--- src/rtl/frame_filter_controller.sv ---
// Frame-synchronous configurator for the pixel filter chain: tracks the video
// handshake and commits filter select / debounced freq_flag only at frame ends.
module frame_filter_controller #(
  parameter int NUM_FILTERS  = 4,
  parameter int SEL_W        = 2,
  parameter int HOLD_FRAMES  = 2,
  parameter int CYCLE_FRAMES = 60,
  parameter int CNT_W        = 8
) (
  input  logic                   clk,
  input  logic                   reset,
  input  logic                   sop_in,
  input  logic                   eop_in,
  input  logic                   valid_in,
  input  logic                   ready_in,
  input  logic [1:0]             freq_flag_in,
  input  logic [SEL_W-1:0]       sel_in,
  input  logic                   auto_mode_in,
  output logic [NUM_FILTERS-1:0] use_flags_out,
  output logic [1:0]             freq_flag_out,
  output logic                   in_frame_out,
  output logic [CNT_W-1:0]       frame_count_out,
  output logic                   frame_err_out
);

  localparam int ST_W = $clog2(HOLD_FRAMES + 1);
  localparam int CY_W = $clog2(CYCLE_FRAMES + 1);

  typedef enum logic [1:0] {S_WAIT, S_IN, S_BOUND} state_t;

  state_t                 state_q;
  logic [SEL_W-1:0]       sel_q, sel_d;
  logic [NUM_FILTERS-1:0] use_q, use_d;
  logic [1:0]             freq_q, freq_d, cand_q, cand_d, freq_norm;
  logic [ST_W-1:0]        stable_q, stable_d;
  logic [CY_W-1:0]        cycle_q, cycle_d;
  logic [CNT_W-1:0]       count_q;
  logic                   in_frame_q, err_q;
  logic                   beat;

  assign beat = valid_in & ready_in;

  // Candidate commit values; only applied during the BOUNDARY cycle.
  always_comb begin
    freq_norm = (freq_flag_in == 2'd3) ? 2'd2 : freq_flag_in;
    if (freq_norm == cand_q) begin
      cand_d   = cand_q;
      stable_d = (stable_q == ST_W'(HOLD_FRAMES)) ? stable_q : stable_q + 1'b1;
    end else begin
      cand_d   = freq_norm;
      stable_d = ST_W'(1);
    end
    freq_d = (stable_d == ST_W'(HOLD_FRAMES)) ? cand_d : freq_q;

    sel_d   = sel_q;
    cycle_d = cycle_q;
    if (!auto_mode_in) begin
      if (int'(sel_in) < NUM_FILTERS) sel_d = sel_in;
      cycle_d = '0;
    end else if (cycle_q == CY_W'(CYCLE_FRAMES - 1)) begin
      cycle_d = '0;
      sel_d   = (sel_q == SEL_W'(NUM_FILTERS - 1)) ? '0 : sel_q + 1'b1;
    end else begin
      cycle_d = cycle_q + 1'b1;
    end

    use_d        = '0;
    use_d[sel_d] = 1'b1;
  end

  always_ff @(posedge clk) begin
    if (reset) begin
      state_q    <= S_WAIT;
      sel_q      <= '0;
      use_q      <= NUM_FILTERS'(1);
      freq_q     <= '0;
      cand_q     <= '0;
      stable_q   <= '0;
      cycle_q    <= '0;
      count_q    <= '0;
      in_frame_q <= 1'b0;
      err_q      <= 1'b0;
    end else begin
      if (state_q == S_BOUND) begin
        sel_q    <= sel_d;
        use_q    <= use_d;
        freq_q   <= freq_d;
        cand_q   <= cand_d;
        stable_q <= stable_d;
        cycle_q  <= cycle_d;
        count_q  <= count_q + 1'b1;
      end
      case (state_q)
        S_IN: begin
          if (beat && eop_in) begin
            state_q    <= S_BOUND;
            in_frame_q <= 1'b0;
          end else if (beat && sop_in) begin
            err_q <= 1'b1;
          end
        end
        // BOUNDARY behaves like WAIT_SOP for beats, but never lingers.
        default: begin
          state_q    <= S_WAIT;
          in_frame_q <= 1'b0;
          if (beat) begin
            if (sop_in && !eop_in) begin
              state_q    <= S_IN;
              in_frame_q <= 1'b1;
            end else if (sop_in && eop_in) begin
              state_q <= S_BOUND;
            end else if (eop_in) begin
              err_q <= 1'b1;
            end
          end
        end
      endcase
    end
  end

  assign use_flags_out   = use_q;
  assign freq_flag_out   = freq_q;
  assign in_frame_out    = in_frame_q;
  assign frame_count_out = count_q;
  assign frame_err_out   = err_q;

endmodule
--- config.mk ---
export PLATFORM = sky130hd
export DESIGN_NAME = frame_filter_controller
export DESIGN_NICKNAME = d
export VERILOG_FILES = /design/src/rtl/frame_filter_controller.sv
export SDC_FILE = /design/constraint.sdc
export NUM_CORES = 1
export LEC_CHECK = 0
export BUFFER_PORTS_ARGS = -buffer_cell sky130_fd_sc_hd__buf_2
export CELL_PAD_IN_SITES_DETAIL_PLACEMENT = 0
export CELL_PAD_IN_SITES_GLOBAL_PLACEMENT = 1
export CORE_UTILIZATION = 43
export CTS_CLUSTER_SIZE = 8
export DETAILED_ROUTE_END_ITERATION = 6
export PLACE_DENSITY_LB_ADDON = 0.1
export SLEW_MARGIN = 20
export SYNTH_ARGS = -nofsm -noshare
export SYNTH_HDL_FRONTEND = slang
export SYNTH_SLANG_ARGS = --single-unit
--- constraint.sdc ---
create_clock -name clk -period 3.61 [get_ports clk]
set_input_delay 0 -clock clk [delete_from_list [all_inputs] [get_ports clk]]
set_output_delay 0 -clock clk [all_outputs]
set_load 0.02 [all_outputs]
# Word-level counts from Yosys, hierarchy flattened
# Index checks and enable logic that the tools add are counted.
# Widths: inputs -> output; s select.
# totals
reg_bits,30
input_bits,11
out_inout_bits,16
# op_classes
add_sub_neg,4
magnitude_cmp,2
n_eq_ne,13
n_mux,27
n_bitwise,1
reduce_logical,10
# op_table
cell,count
$mux 2,12
$mux 1,12
$mux 6,2
$eq 2x2->1 const B,5
$add 8x1->8 const B,1
$add 6x1->6 const B,1
$eq 6x6->1 const B,1
$ne 2x2->1 const B,3
$reduce_and 6->1,1
$logic_and 1x1->1,5
$add 2x1->2 const B,2
$ne 2x1->1 const B,2
$reduce_bool 2->1,2
$lt 2x3->1 const B,1
$demux 1 s2,1
$eq 2x1->1 const B,1
$eq 2x2->1,1
$ge 2x1->1 const B,1
$reduce_and 2->1,1
$and 1x1->1,1
$logic_not 1->1,1

# Logic depth before layout (Yosys ltp)
# Gate-level depths: netlist of run 1.
# logic_depth
ltp_word,8
depth_mapped,5
ltp_nobuf,5

# Least setup slack after synthesis of run 1
# OpenSTA, ideal clock, no wires.
# synth_timing
path_type,register to register
from,reg cycle_q[0]
to,"reg use_q[2], in the netlist use_flags_out[2]"
setup_time_ns,0.087
arrival_time_ns,1.529
slack_ns,1.994
stages_incl_launch_ff,6
n_path_buf,0
synth_period_minus_slack_ns,1.616
cell_sequence,dfxtp_1 ha_1 nand3b_4 or3_1 a311o_1 o31ai_1
# synth_via
elab_chain_cells,7
# synth_lines
element,line,rtl
start: declaration,36,"logic [CY_W-1:0] cycle_q, cycle_d;"
start signal: assignment,90,cycle_q <= cycle_d;
$eq 6x6->1 *,60,end else if (cycle_q == CY_W'(CYCLE_FRAMES - 1)) begin
$mux 2 *,60,
$mux 2 *,57,if (!auto_mode_in) begin
$lt 2x3->1 (implied by the code) or $ge 2x1->1 (tied branches),68,use_d[sel_d] = 1'b1;
$logic_and 1x1->1 (implied by the code),68,
$mux 1 (implied by the code),68,
$demux 1 s2 *,68,
end signal: assignment,86,use_q <= use_d;
end: declaration,33,"logic [NUM_FILTERS-1:0] use_q, use_d;"
# Mark *: on every way between the ends. The rest lies on a longest branch, timed or not.
# A chain may end at the register's enable or synchronous reset.

# Final worst setup path of run 1
# layout_timing
from,reg state_q[0]
to,"reg freq_q[0], in the netlist freq_flag_out[0]"
# layout_via
elab_chain_cells,2
# layout_lines
element,line,rtl
start: declaration,31,state_t state_q;
start signal: assignment,73,state_q <= S_WAIT;
start signal: assignment,96,state_q <= S_BOUND;
start signal: assignment,104,state_q <= S_WAIT;
$eq 2x2->1,84,if (state_q == S_BOUND) begin
$reduce_and 2->1 (no source line),n/a,
end signal: assignment,87,freq_q <= freq_d;
end: declaration,34,"logic [1:0] freq_q, freq_d, cand_q, cand_d, freq_norm;"
# Every way passes these cells.

==> results.md, run 1 <==
- Yosys warning total: 0
- DP HPWL: 1.73 mm
- Tot GR Track Use: 18.4%
- DR pass1 iterations: 6
- Clock sink count: 29
- DR iter-0 viols: 41
- Max FO, Critical Path: 25
- Layout area overhead: 20.9%
- First-pass GRT wire length: 4.70 mm
- Clock Skews: 0.00874 ns
- Largest net degree at the start of global routing: 30
- Placed Cells: 199
- DR DRC count: 2
- Most used DFF post-synth: dfxtp_1
- Fillers: 278
- Core box area: 2850 µm²
- Die footprint: 3340 µm²
- Post-layout minimum cycle time: 1.86 ns
- CTS clk-pin slew, worst paths: 0.10 ns
- Worst Setup End Kind: register
- Critical path class: reg -> reg
- Mapped Cells: 149
- TritonCTS clock tree: built
- Family with the most delay on the worst path: simple AND/OR/NAND/NOR gates
- H-tree depth: 2
- Reg2Reg Setup Slack: 1.75 ns
- Count of final hold-check violations: 0
- Share of layout cells above drive strength 1: 19.7%
- Sequential cell area fraction in the yosys report: 43.3%
- Pwr Density: 398 nW/µm²
- Initial Util: 47.0%
- Ys async rst share: 0%
- Synthesized area: 1340 µm²
- Leak: 0.000662 µW
- # nets final: 197
- Slew @ Worst Pin: 0.959 ns
- Slew headroom: 36.0%
- Post-synth top area cell: dfxtp_1
- Setup TNS: 0 ns
- # IOs: 27
- Non-Filler Instances: 214
- Ant diodes: 0
- Synth cell count leaders: dfxtp_1, nand2_1, nor2_1
- Mapped Avg Cell Area: 8.99 µm²
- DIE WIDTH: 57.8 µm
- Clk root buf: clkbuf_4
- Vias in the first global route: 1090
- Worst path cell trace: nand2b_1 -> nor4_1 -> mux2i_1
- RSZ-0062 raised after global routing: no
- Max stage delay on crit path: 0.65 ns
- Clk buf depth: 2
- Yosys reg bits: 29
- Max-cap violations: 0
- EDFF count, synth: 0
- Critical-path top delay cell: nor4_1
- Arrival @ worst endpoint: 2.11 ns
- Most frequent cell after synthesis: dfxtp_1
- WL/cell: 12.3 µm
- Worst Path Required: 3.86 ns
- Syn nets: 164
- WP buf/inv: 0
- Synth cell types: 40
- Failing checks: design-rule violations
- I/O Buffers: 26
- Row cnt: 19
- Status: finished with violations
- # setup viols final: 0
- Placer Congestion: 0.726
- Fin crit share: 51.5%
- Post-route ant nets: 0
- Area share of the largest cell type after synthesis: 43.3%
- Min-delay worst type: in -> reg
- Total Routed Length: 2.64 mm
- Initial antenna violation count: 0
- Synth top area cells: dfxtp_1, nand2_1, nor2_1
- Skew-Pair Late Insertion Delay: 0.33 ns
- DR vias: 1162
- Die H: 57.8 µm
- GRT Residual Overflow: 0
- Final Max Slew Viols: 0
- Inserted Clock Buffers: 5
- Maximum vdd ir drop: 0.000221 V
- Vias per cell: 5.43
- Max Fclk: 538 MHz
- Worst setup SP type: register
[metrics by stage]
step | hold WS [ns] | power [µW] | instance area, µm² | util (%) | setup slack (ns)
finish | 0.0460 | 645 | 1620 | 56.8 | 1.75
global route | 0.0712 | 673 | 1620 | 56.8 | 1.57
CTS | 0.0474 | 653 | 1620 | 56.8 | 1.74
detailed placement | 0.256 | 369 | 1470 | 51.4 | 1.76
global placement | 0.247 | 368 | 1470 | 51.4 | 1.87
floorplan | 0.109 | 357 | 1340 | - | 1.99
[final timing paths]
kind / from / to / cells after the start
max: state_q[0] / freq_flag_out[0] / 3
min: sel_in[0] / sel_q[0] / 3
max reg2reg: state_q[0] / freq_flag_out[0] / 3
min reg2reg: stable_q[1] / stable_q[1] / 2
[worst register-to-register path, cell delays in order, from the launching register on]
cell	delay [ns]
dfxtp_1	0.35
nand2b_1	0.53
nor4_1	0.65
mux2i_1	0.26
[power by group]
group          switching (µW)  internal (µW)  total, µW
Sequential               2.30            323        325
Clock                     113            165        278
Combinational            23.2           18.6       41.8
[metal layers]
metal	vias to the layer above	track usage (%)	routed length, µm
met3	9	4.91	75
met2	19	29.6	1260
li1	598	-	-
met5	-	0	0
met1	536	21.8	1220
met4	0	11.9	79
[placed cells by master, fill, tap and decap left out, drive strengths merged, types with 2 or more instances in the layout]
master / instances
dfxtp: 29
buf: 26
nand2: 15
nor2: 14
a21oi: 10
dlygate4sd3: 7
clkbuf: 7
xnor2: 6
nand2b: 5
o21ai: 5
xor2: 5
nand3b: 5
inv: 4
or3: 4
nor3: 4
nand4: 4
ha: 4
a31oi: 3
o31ai: 3
nor2b: 2
o41ai: 2
mux2i: 2
nand3: 2
[cell type report]
type	instances	area [µm²]	area share (%)
Clock buffer	7	55.1	3.40
Clock inverter	1	30.0	1.85
Inverter	4	15.0	0.927
Multi-Input combinational cell	109	701	43.2
Sequential cell	29	581	35.8
Tap cell	31	38.8	2.39
Timing Repair Buffer	33	200	12.4
[cell families (layout without fill, tap and decap cells)]
| logic type | after synthesis | in the layout | synth area share, % |
|---|---|---|---|
| compound gates | 33 | 33 | 16.2 |
| xor+xnor | 11 | 11 | 7.19 |
| fa+ha+maj | 4 | 4 | 3.73 |
| buf+inv | 11 | 45 | 4.39 |
| flops | 29 | 29 | 43.3 |
| mux | 2 | 2 | 1.49 |
| simple gates | 59 | 59 | 23.7 |
[registers in the layout, summed over array words and instances, names as in the netlist]
name / flops
cand_q: 2
cycle_q: 6
frame_count_out: 8
frame_err_out: 1
freq_flag_out: 2
sel_q: 2
stable_q: 2
state_q: 2
use_flags_out: 4
[repair_timing]
action,4_1_cts,5_1_grt
setup endpoints to repair,0,0
endpoints found under the hold margin,6,0
gates resized for setup,0,0
setup buffers,0,0
hold buffers,7,0
(Power assumes the default switching activity.)
==> run 2: changes to the inputs <==
--- a/config.mk
+++ b/config.mk
@@ -5,10 +5,11 @@
 export SDC_FILE = /design/constraint.sdc
 export NUM_CORES = 1
 export LEC_CHECK = 0
+export ABC_AREA = 1
 export BUFFER_PORTS_ARGS = -buffer_cell sky130_fd_sc_hd__buf_2
 export CELL_PAD_IN_SITES_DETAIL_PLACEMENT = 0
 export CELL_PAD_IN_SITES_GLOBAL_PLACEMENT = 1
-export CORE_UTILIZATION = 43
+export CORE_UTILIZATION = 39
 export CTS_CLUSTER_SIZE = 8
 export DETAILED_ROUTE_END_ITERATION = 6
 export PLACE_DENSITY_LB_ADDON = 0.1
==> constraint.sdc (replaced) <==
create_clock -name clk -period 1.85 [get_ports clk]
set_input_delay 0 -clock clk [delete_from_list [all_inputs] [get_ports clk]]
set_output_delay 0 -clock clk [all_outputs]
set_load 0.02 [all_outputs]
==> run 2 against run 1 <==
The flow now finishes without violations. Clock power up 86%. Flip-flop and latch count unchanged. Clock-buffer cell count did not move. Die area rose by 21%. Critical path depth grew 5. First-iteration DRC count decreased by 7.3%. Largest cell class unchanged.
==> results.md, run 2 <==
- Post-synth top area cell: dfxtp_1 (unchanged)
- Fin crit share: 80.7% (was 51.5%)
- Pwr Density: 695 nW/µm² (was 398 nW/µm²)
- Worst Hold End: state_q[1] (was sel_q[0])
- Count of final hold-check violations: 0 (unchanged)
- Core box area: 3660 µm² (was 2850 µm²)
- # IOs: 27 (unchanged)
- DP HPWL: 2.23 mm (was 1.73 mm)
- Max-cap violations: 0 (unchanged)
- Area share of the largest cell type after synthesis: 39.1% (was 43.3%)
- Synthesized area: 1490 µm² (was 1340 µm²)
- Maximum vdd ir drop: 0.000403 V (was 0.000221 V)
- Row cnt: 22 (was 19)
- Max Fclk: 670 MHz (was 538 MHz)
- I/O Buffers: 26 (unchanged)
- Layout area overhead: 20.2% (was 20.9%)
- DR vias: 1314 (was 1162)
- Worst setup SP type: register (unchanged)
- Slew @ Worst Pin: 0.432 ns (was 0.959 ns)
- Ant diodes: 0 (unchanged)
- Post-route ant nets: 0 (unchanged)
- DR pass1 iterations: 4 (was 6)
- H-tree depth: 2 (unchanged)
- Worst Path Required: 2.06 ns (was 3.86 ns)
- First-pass GRT wire length: 5.43 mm (was 4.70 mm)
- Initial antenna violation count: 0 (unchanged)
- Synth cell count leaders: nand2_1, dfxtp_1, inv_1 (was dfxtp_1, nand2_1, nor2_1)
- Reg2Reg Setup Slack: 0.36 ns (was 1.75 ns)
- DIE WIDTH: 63.7 µm (was 57.8 µm)
- Commonest non-fill, non-tap cell in the layout: nand2_1 (was dfxtp_1)
- Final Max Slew Viols: 0 (unchanged)
- GRT Residual Overflow: 0 (unchanged)
- Psw: 281 µW (was 139 µW)
- Leak: 0.000759 µW (was 0.000662 µW)
- Post-CTS Resized: 0 (unchanged)
- Vias per cell: 4.68 (was 5.43)
- Largest net degree at the start of global routing: 16 (was 30)
- Critical path class: reg -> reg (unchanged)
- Sequential cell area fraction in the yosys report: 39.1% (was 43.3%)
- Post-CTS Setup Bufs: 0 (unchanged)
- Worst Setup End Kind: register (unchanged)
- WL/cell: 10.6 µm (was 12.3 µm)
- R2R depth: 8 (was 3)
- Capturing point of the worst reg2reg path: freq_flag_out[0] (unchanged)
- # nets final: 248 (was 197)
- Slew headroom: 71.1% (was 36.0%)
- Clock sink count: 29 (unchanged)
- Synth top area cells: dfxtp_1, nand2_1, inv_1 (was dfxtp_1, nand2_1, nor2_1)
- RSZ-0062 raised after global routing: no (unchanged)
- DR iter-0 viols: 38 (was 41)
- Tot GR Track Use: 17.3% (was 18.4%)
- Final hold slack: 0.0197 ns (was 0.0460 ns)
- Skew-Pair Late Insertion Delay: 0.27 ns (was 0.33 ns)
- Vias in the first global route: 1332 (was 1090)
- Net Sw Frac: 22.6% (was 21.5%)
- Clk buf depth: 2 (unchanged)
- Hold Path Stages: 3 (unchanged)
- Comb pwr share: 7.0% (was 6.5%)
- Inserted Clock Buffers: 5 (unchanged)
- Ys async rst share: 0% (unchanged)
- CTS clk-pin slew, worst paths: 0.06 ns (was 0.10 ns)
- Clock network fraction of design power: 41.6% (was 43.2%)
- Die footprint: 4060 µm² (was 3340 µm²)
- Mapped Avg Cell Area: 7.46 µm² (was 8.99 µm²)
- Initial Util: 40.6% (was 47.0%)
- TritonCTS clock tree: built (unchanged)
- Placer Congestion: 0.733 (was 0.726)
- Share of layout cells above drive strength 1: 25.3% (was 19.7%)
- Max reg flops: 8 (unchanged)
- Final core occ: 48.8% (was 56.8%)
- Synth cell types: 31 (was 40)
- Syn nets: 214 (was 164)
- Most frequent cells in the layout: nand2_1, dfxtp_1, buf_2, inv_1, nor2_1 (was dfxtp_1, buf_2, nand2_1, nor2_1, a21oi_1)
- # setup viols final: 0 (unchanged)
- Tot Pwr: 1240 µW (was 645 µW)
- Post-layout minimum cycle time: 1.49 ns (was 1.86 ns)
- Clk root buf: clkbuf_8 (was clkbuf_4)
- Status: finished clean (was finished with violations)
- DR DRC count: 0 (was 2)
- Die H: 63.7 µm (was 57.8 µm)
- Most frequent cell after synthesis: nand2_1 (was dfxtp_1)
- HP Start: ready_in (was sel_in[0])
- Fillers: 402 (was 278)
- Total Routed Length: 2.99 mm (was 2.64 mm)
- Arrival @ worst endpoint: 1.70 ns (was 2.11 ns)
- Mapped Cells: 199 (was 149)
- Cell-internal power: 960 µW (was 507 µW)
- Reg power frac: 51.4% (was 50.4%)
- Yosys warning total: 0 (unchanged)
- Setup TNS: 0 ns (unchanged)
- RR Startpoint: state_q[1] (was state_q[0])
- Clock Skews: 0.00430 ns (was 0.00874 ns)
- Max FO, Critical Path: 14 (was 25)
- Most used DFF post-synth: dfxtp_1 (unchanged)
- Yosys reg bits: 29 (unchanged)
- Min-delay worst type: in -> reg (unchanged)
- EDFF count, synth: 0 (unchanged)
- CTS Hold Bufs: 4 (was 7)
run 2: cell count changes after synthesis, sizes merged, moves of 5 or more:
cell | before | now
nand2 | 15 | 42
inv | 4 | 28
nand3 | 2 | 15
nor2 | 14 | 26
nand2b | 5 | 0
o21ai | 5 | 10
run 2: through the flow:
step	std cells	worst slack (ns)	area, µm²
6_report	281	0.358	1790
5_1_grt	281	0.157	1790
4_1_cts	281	0.321	1790
3_5_place_dp	270	0.349	1660
3_3_place_gp	270	0.403	1660
2_1_floorplan	199	0.557	1490
run 2: layout make-up:
| class | count | area, µm² | area share [%] |
|---|---|---|---|
| Clock buffer | 7 | 86.3 | 4.84 |
| Multi-Input combinational cell | 137 | 768 | 43.0 |
| Timing Repair Buffer | 32 | 185 | 10.4 |
| Sequential cell | 29 | 581 | 32.5 |
| Tap cell | 48 | 60.1 | 3.36 |
| Inverter | 28 | 105 | 5.89 |
run 2: critical path, stage by stage (launching register included):
cell and delay [ns]:
dfxtp_1 0.36, inv_2 0.05, nor2_4 0.31, o21ai_1 0.14, a21oi_2 0.18, nand4_2 0.14
nand2_1 0.09, nand2_1 0.05, nor2_1 0.10
run 2: how the worst max path moves through the flow:
| stage | startpoint | end | slack [ns] | cells past startpoint |
|---|---|---|---|---|
| global placement | state_q[1] | freq_flag_out[1] | 0.40 | 7 |
| finish | state_q[1] | freq_flag_out[0] | 0.36 | 8 |
| detailed placement | state_q[1] | freq_flag_out[0] | 0.35 | 8 |
| floorplan | frame_count_out[0] | frame_count_out[6] | 0.56 | 6 |
| global route | state_q[1] | freq_flag_out[1] | 0.16 | 7 |
| CTS | state_q[1] | freq_flag_out[0] | 0.32 | 8 |
run 2: routing by layer:
metal	part of all wire, %	up-vias	track usage, %
met5	0	-	0
met4	1.5	0	9.66
met3	2.4	5	3.99
met2	48	17	30.2
met1	48	592	19.2
li1	-	700	-
run 2: power by group through the flow:
stage | combinational [µW] | sequential (µW) | clock [µW]
floorplan | 49.5 | 656 | 0
global placement | 79.4 | 651 | 0
detailed placement | 80.9 | 652 | 0
CTS | 87.3 | 638 | 541
global route | 98.5 | 638 | 567
finish | 86.7 | 638 | 517
run 2: cell families (layout without fill, tap and decap cells):
| kind of cell | count (synthesis) | count (layout) | synth area share (%) |
|---|---|---|---|
| buf+inv | 33 | 67 | 9.18 |
| xor+xnor | 6 | 6 | 4.04 |
| fa+ha+maj | 4 | 4 | 3.37 |
| compound gates | 31 | 31 | 12.0 |
| simple gates | 96 | 96 | 32.3 |
| flops | 29 | 29 | 39.1 |
==> run 3: changes to the inputs <==
--- a/config.mk
+++ b/config.mk
@@ -9,7 +9,7 @@
 export BUFFER_PORTS_ARGS = -buffer_cell sky130_fd_sc_hd__buf_2
 export CELL_PAD_IN_SITES_DETAIL_PLACEMENT = 0
 export CELL_PAD_IN_SITES_GLOBAL_PLACEMENT = 1
-export CORE_UTILIZATION = 39
+export CORE_UTILIZATION = 35
 export CTS_CLUSTER_SIZE = 8
 export DETAILED_ROUTE_END_ITERATION = 6
 export PLACE_DENSITY_LB_ADDON = 0.1
==> constraint.sdc (replaced) <==
create_clock -name clk -period 1.23 [get_ports clk]
set_input_delay 0 -clock clk [delete_from_list [all_inputs] [get_ports clk]]
set_output_delay 0 -clock clk [all_outputs]
set_load 0.02 [all_outputs]
==> run 3 against run 2 <==
The flow now finishes with violations (negative setup slack). Die area rose by 11%. Clock power is 50% higher. Clock-buffer cell count unchanged. First-iteration DRC count down 34%. Combinational power increased by 94%. Sequential share of layout area is 4.4 points lower. Non-clock buffer count grew 19. Final area increased by 19%. Worst hold slack better by 0.029 ns. Cell count rose by 7.5%. Power increased by 53%. Largest cell class unchanged. Highest routed layer unchanged.
==> results.md, run 3 (synthesized netlist as in run 2, its figures left out) <==
- Status: finished with violations (was finished clean)
- Failing checks: negative setup slack
- DIE WIDTH: 67.1 µm (was 63.7 µm)
- DR pass1 iterations: 4 (unchanged)
- Placer Congestion: 0.871 (was 0.733)
- Tot GR Track Use: 16.5% (was 17.3%)
- Worst Path Required: 1.44 ns (was 2.06 ns)
- DR DRC count: 0 (unchanged)
- Maximum vdd ir drop: 0.000502 V (was 0.000403 V)
- Reg2Reg Setup Slack: -0.003 ns (was 0.36 ns)
- Critical path class: reg -> reg (unchanged)
- Worst Setup End Kind: register (unchanged)
- Psw: 435 µW (was 281 µW)
- Slew headroom: 84.7% (was 71.1%)
- Clock network fraction of design power: 40.7% (was 41.6%)
- DP HPWL: 2.48 mm (was 2.23 mm)
- Clock Skews: 0.00363 ns (was 0.00430 ns)
- Final worst slack: -0.00296 ns (was 0.358 ns)
- Post-route ant nets: 0 (unchanged)
- Initial Util: 36.9% (was 40.6%)
- Max reg flops: 8 (unchanged)
- Ant diodes: 0 (unchanged)
- Initial antenna violation count: 0 (unchanged)
- # nets final: 267 (was 248)
- Hold Path Stages: 3 (unchanged)
- Vias in the first global route: 1368 (was 1332)
- Max Fclk: 811 MHz (was 670 MHz)
- Slew @ Worst Pin: 0.230 ns (was 0.432 ns)
- Largest net degree at the start of global routing: 12 (was 16)
- DR vias: 1400 (was 1314)
- Final Max Slew Viols: 0 (unchanged)
- Row cnt: 23 (was 22)
- Inserted Clock Buffers: 5 (unchanged)
- Die footprint: 4510 µm² (was 4060 µm²)
- Reg power frac: 50.5% (was 51.4%)
- RSZ-0062 raised after global routing: yes (was no)
- # IOs: 27 (unchanged)
- Most frequent cells in the layout: nand2_1, buf_2, inv_1, buf_4 (was nand2_1, dfxtp_1, buf_2, inv_1, nor2_1)
- Leak: 0.000920 µW (was 0.000759 µW)
- Skew-Pair Late Insertion Delay: 0.27 ns (about the same)
- HP Start: freq_flag_in[0] (was ready_in)
- Tot Pwr: 1900 µW (was 1240 µW)
- Comb pwr share: 8.8% (was 7.0%)
- Net Sw Frac: 22.9% (was 22.6%)
- Share of layout cells above drive strength 1: 43.7% (was 25.3%)
- Clk root buf: clkbuf_8 (unchanged)
- H-tree depth: 2 (unchanged)
- # setup viols final: 1 (was 0)
- Fin crit share: 100% (was 80.7%)
- Setup TNS: -0.00296 ns (was 0 ns)
- Max-cap violations: 0 (unchanged)
- I/O Buffers: 26 (unchanged)
- Clock sink count: 29 (unchanged)
- Die H: 67.1 µm (was 63.7 µm)
- Commonest non-fill, non-tap cell in the layout: nand2_1 (unchanged)
- Worst setup SP type: register (unchanged)
- Max FO, Critical Path: 5 (was 14)
- Core box area: 4030 µm² (was 3660 µm²)
- Non-Filler Instances: 302 (was 281)
- Count of final hold-check violations: 0 (unchanged)
- Critical-path top delay cell: dfxtp_2 (was dfxtp_1)
- Crit-path most repeated cell: nand2_2 (was nand2_1)
- Layout area overhead: 42.5% (was 20.2%)
- R2R depth: 9 (was 8)
- Finished Cell Area: 2120 µm² (was 1790 µm²)
- Fillers: 410 (was 402)
- Total Routed Length: 3.36 mm (was 2.99 mm)
- Post-layout minimum cycle time: 1.23 ns (was 1.49 ns)
- Worst Hold End: cand_q[0] (was state_q[1])
- GRT Residual Overflow: 0 (unchanged)
- Cell-internal power: 1470 µW (was 960 µW)
- Clk buf depth: 2 (unchanged)
- DR iter-0 viols: 25 (was 38)
- Vias per cell: 4.64 (was 4.68)
- Arrival @ worst endpoint: 1.45 ns (was 1.70 ns)
- Worst path cell trace: ha_4 -> nand2_4 -> o21bai_1 -> nand3_2 -> nand2_2 -> nand2_2 -> o21ai_2 -> nand2_1 -> inv_1 (was inv_2 -> nor2_4 -> o21ai_1 -> a21oi_2 -> nand4_2 -> nand2_1 -> nand2_1 -> nor2_1)
- Capturing point of the worst reg2reg path: sel_q[1] (was freq_flag_out[0])
- Max stage delay on crit path: 0.35 ns (was 0.36 ns)
- WL/cell: 11.1 µm (was 10.6 µm)
- RR Startpoint: cycle_q[1] (was state_q[1])
- TritonCTS clock tree: built (unchanged)
- Placed Cells: 289 (was 270)
- CTS clk-pin slew, worst paths: 0.06 ns (about the same)
- First-pass GRT wire length: 5.60 mm (was 5.43 mm)
- Area after DPL: 1810 µm² (was 1660 µm²)
- Min-delay worst type: in -> reg (unchanged)
- Pwr Density: 898 nW/µm² (was 695 nW/µm²)
## run 3: changes by cell type in the layout (fill, tap and decap cells not counted), moves of 3 or more
cell,delta
nor2_2,+3
nand2_4,+4
nand3_1,-4
nand3_2,+3
buf_4,+17
dfxtp_2,+11
dfxtp_1,-11
nand2_1,-5
nor2_1,-5
## run 3: final cells by class
cell class	instances	area (µm²)	share of cell area [%]
multi-input cells	137	923	43.6
flip-flops and latches	29	594	28.1
repair buffers	51	343	16.2
inverters	28	108	5.08
clock buffers	7	86.3	4.08
well taps	50	62.6	2.96
## run 3: what timing repair did
action	4_1_cts	5_1_grt
gates cloned	0	0
buffers inserted	0	1
endpoints found under the setup margin	8	20
hold endpoints to repair	3	0
hold buffers	5	0
gates resized for setup	13	27
pin swaps	9	17
## run 3: power groups by stage
stage	clock, µW	sequential (µW)	combinational [µW]
after floorplan	0	987	74.5
after global placement	0	979	137
after detailed placement	0	979	139
after CTS	802	959	153
after global routing	839	961	188
final	773	960	168
## run 3: how the worst max path moves through the flow
stage / from / end / slack [ns] / cells after the start
2_1_floorplan: cycle_q[1] / sel_q[1] / 0.004 / 10
3_3_place_gp: cycle_q[1] / sel_q[1] / -0.03 / 10
3_5_place_dp: cycle_q[1] / sel_q[1] / -0.07 / 10
4_1_cts: cycle_q[0] / sel_q[1] / -0.01 / 10
5_1_grt: cycle_q[1] / sel_q[1] / -0.09 / 9
6_report: cycle_q[1] / sel_q[1] / -0.003 / 9
## run 3: metal layers
metal	track usage, %	wire [µm]	vias up
met5	0	0	-
met4	6.38	34	0
met3	4.05	108	4
met2	28.6	1650	26
met1	19.4	1570	624
li1	-	-	746
## run 3: critical path, delay by kind of cell, from the launching register on
kind | cells | cell delay (ns)
AO/OA/AOI/OAI | 2 | 0.24
adder cells (fa/ha/maj) | 1 | 0.16
AND/OR/NAND/NOR | 5 | 0.38
flip-flops | 1 | 0.35
buffers and inverters | 1 | 0.05
## run 3: stage by stage
step	worst slack [ns]	hold WS, ns	utilization (%)
floorplan	0.00414	0.135	-
global placement	-0.0340	0.264	44.9
detailed placement	-0.0724	0.279	44.9
CTS	-0.0116	0.0664	49.8
global route	-0.0929	0.0500	52.5
finish	-0.00296	0.0488	52.5
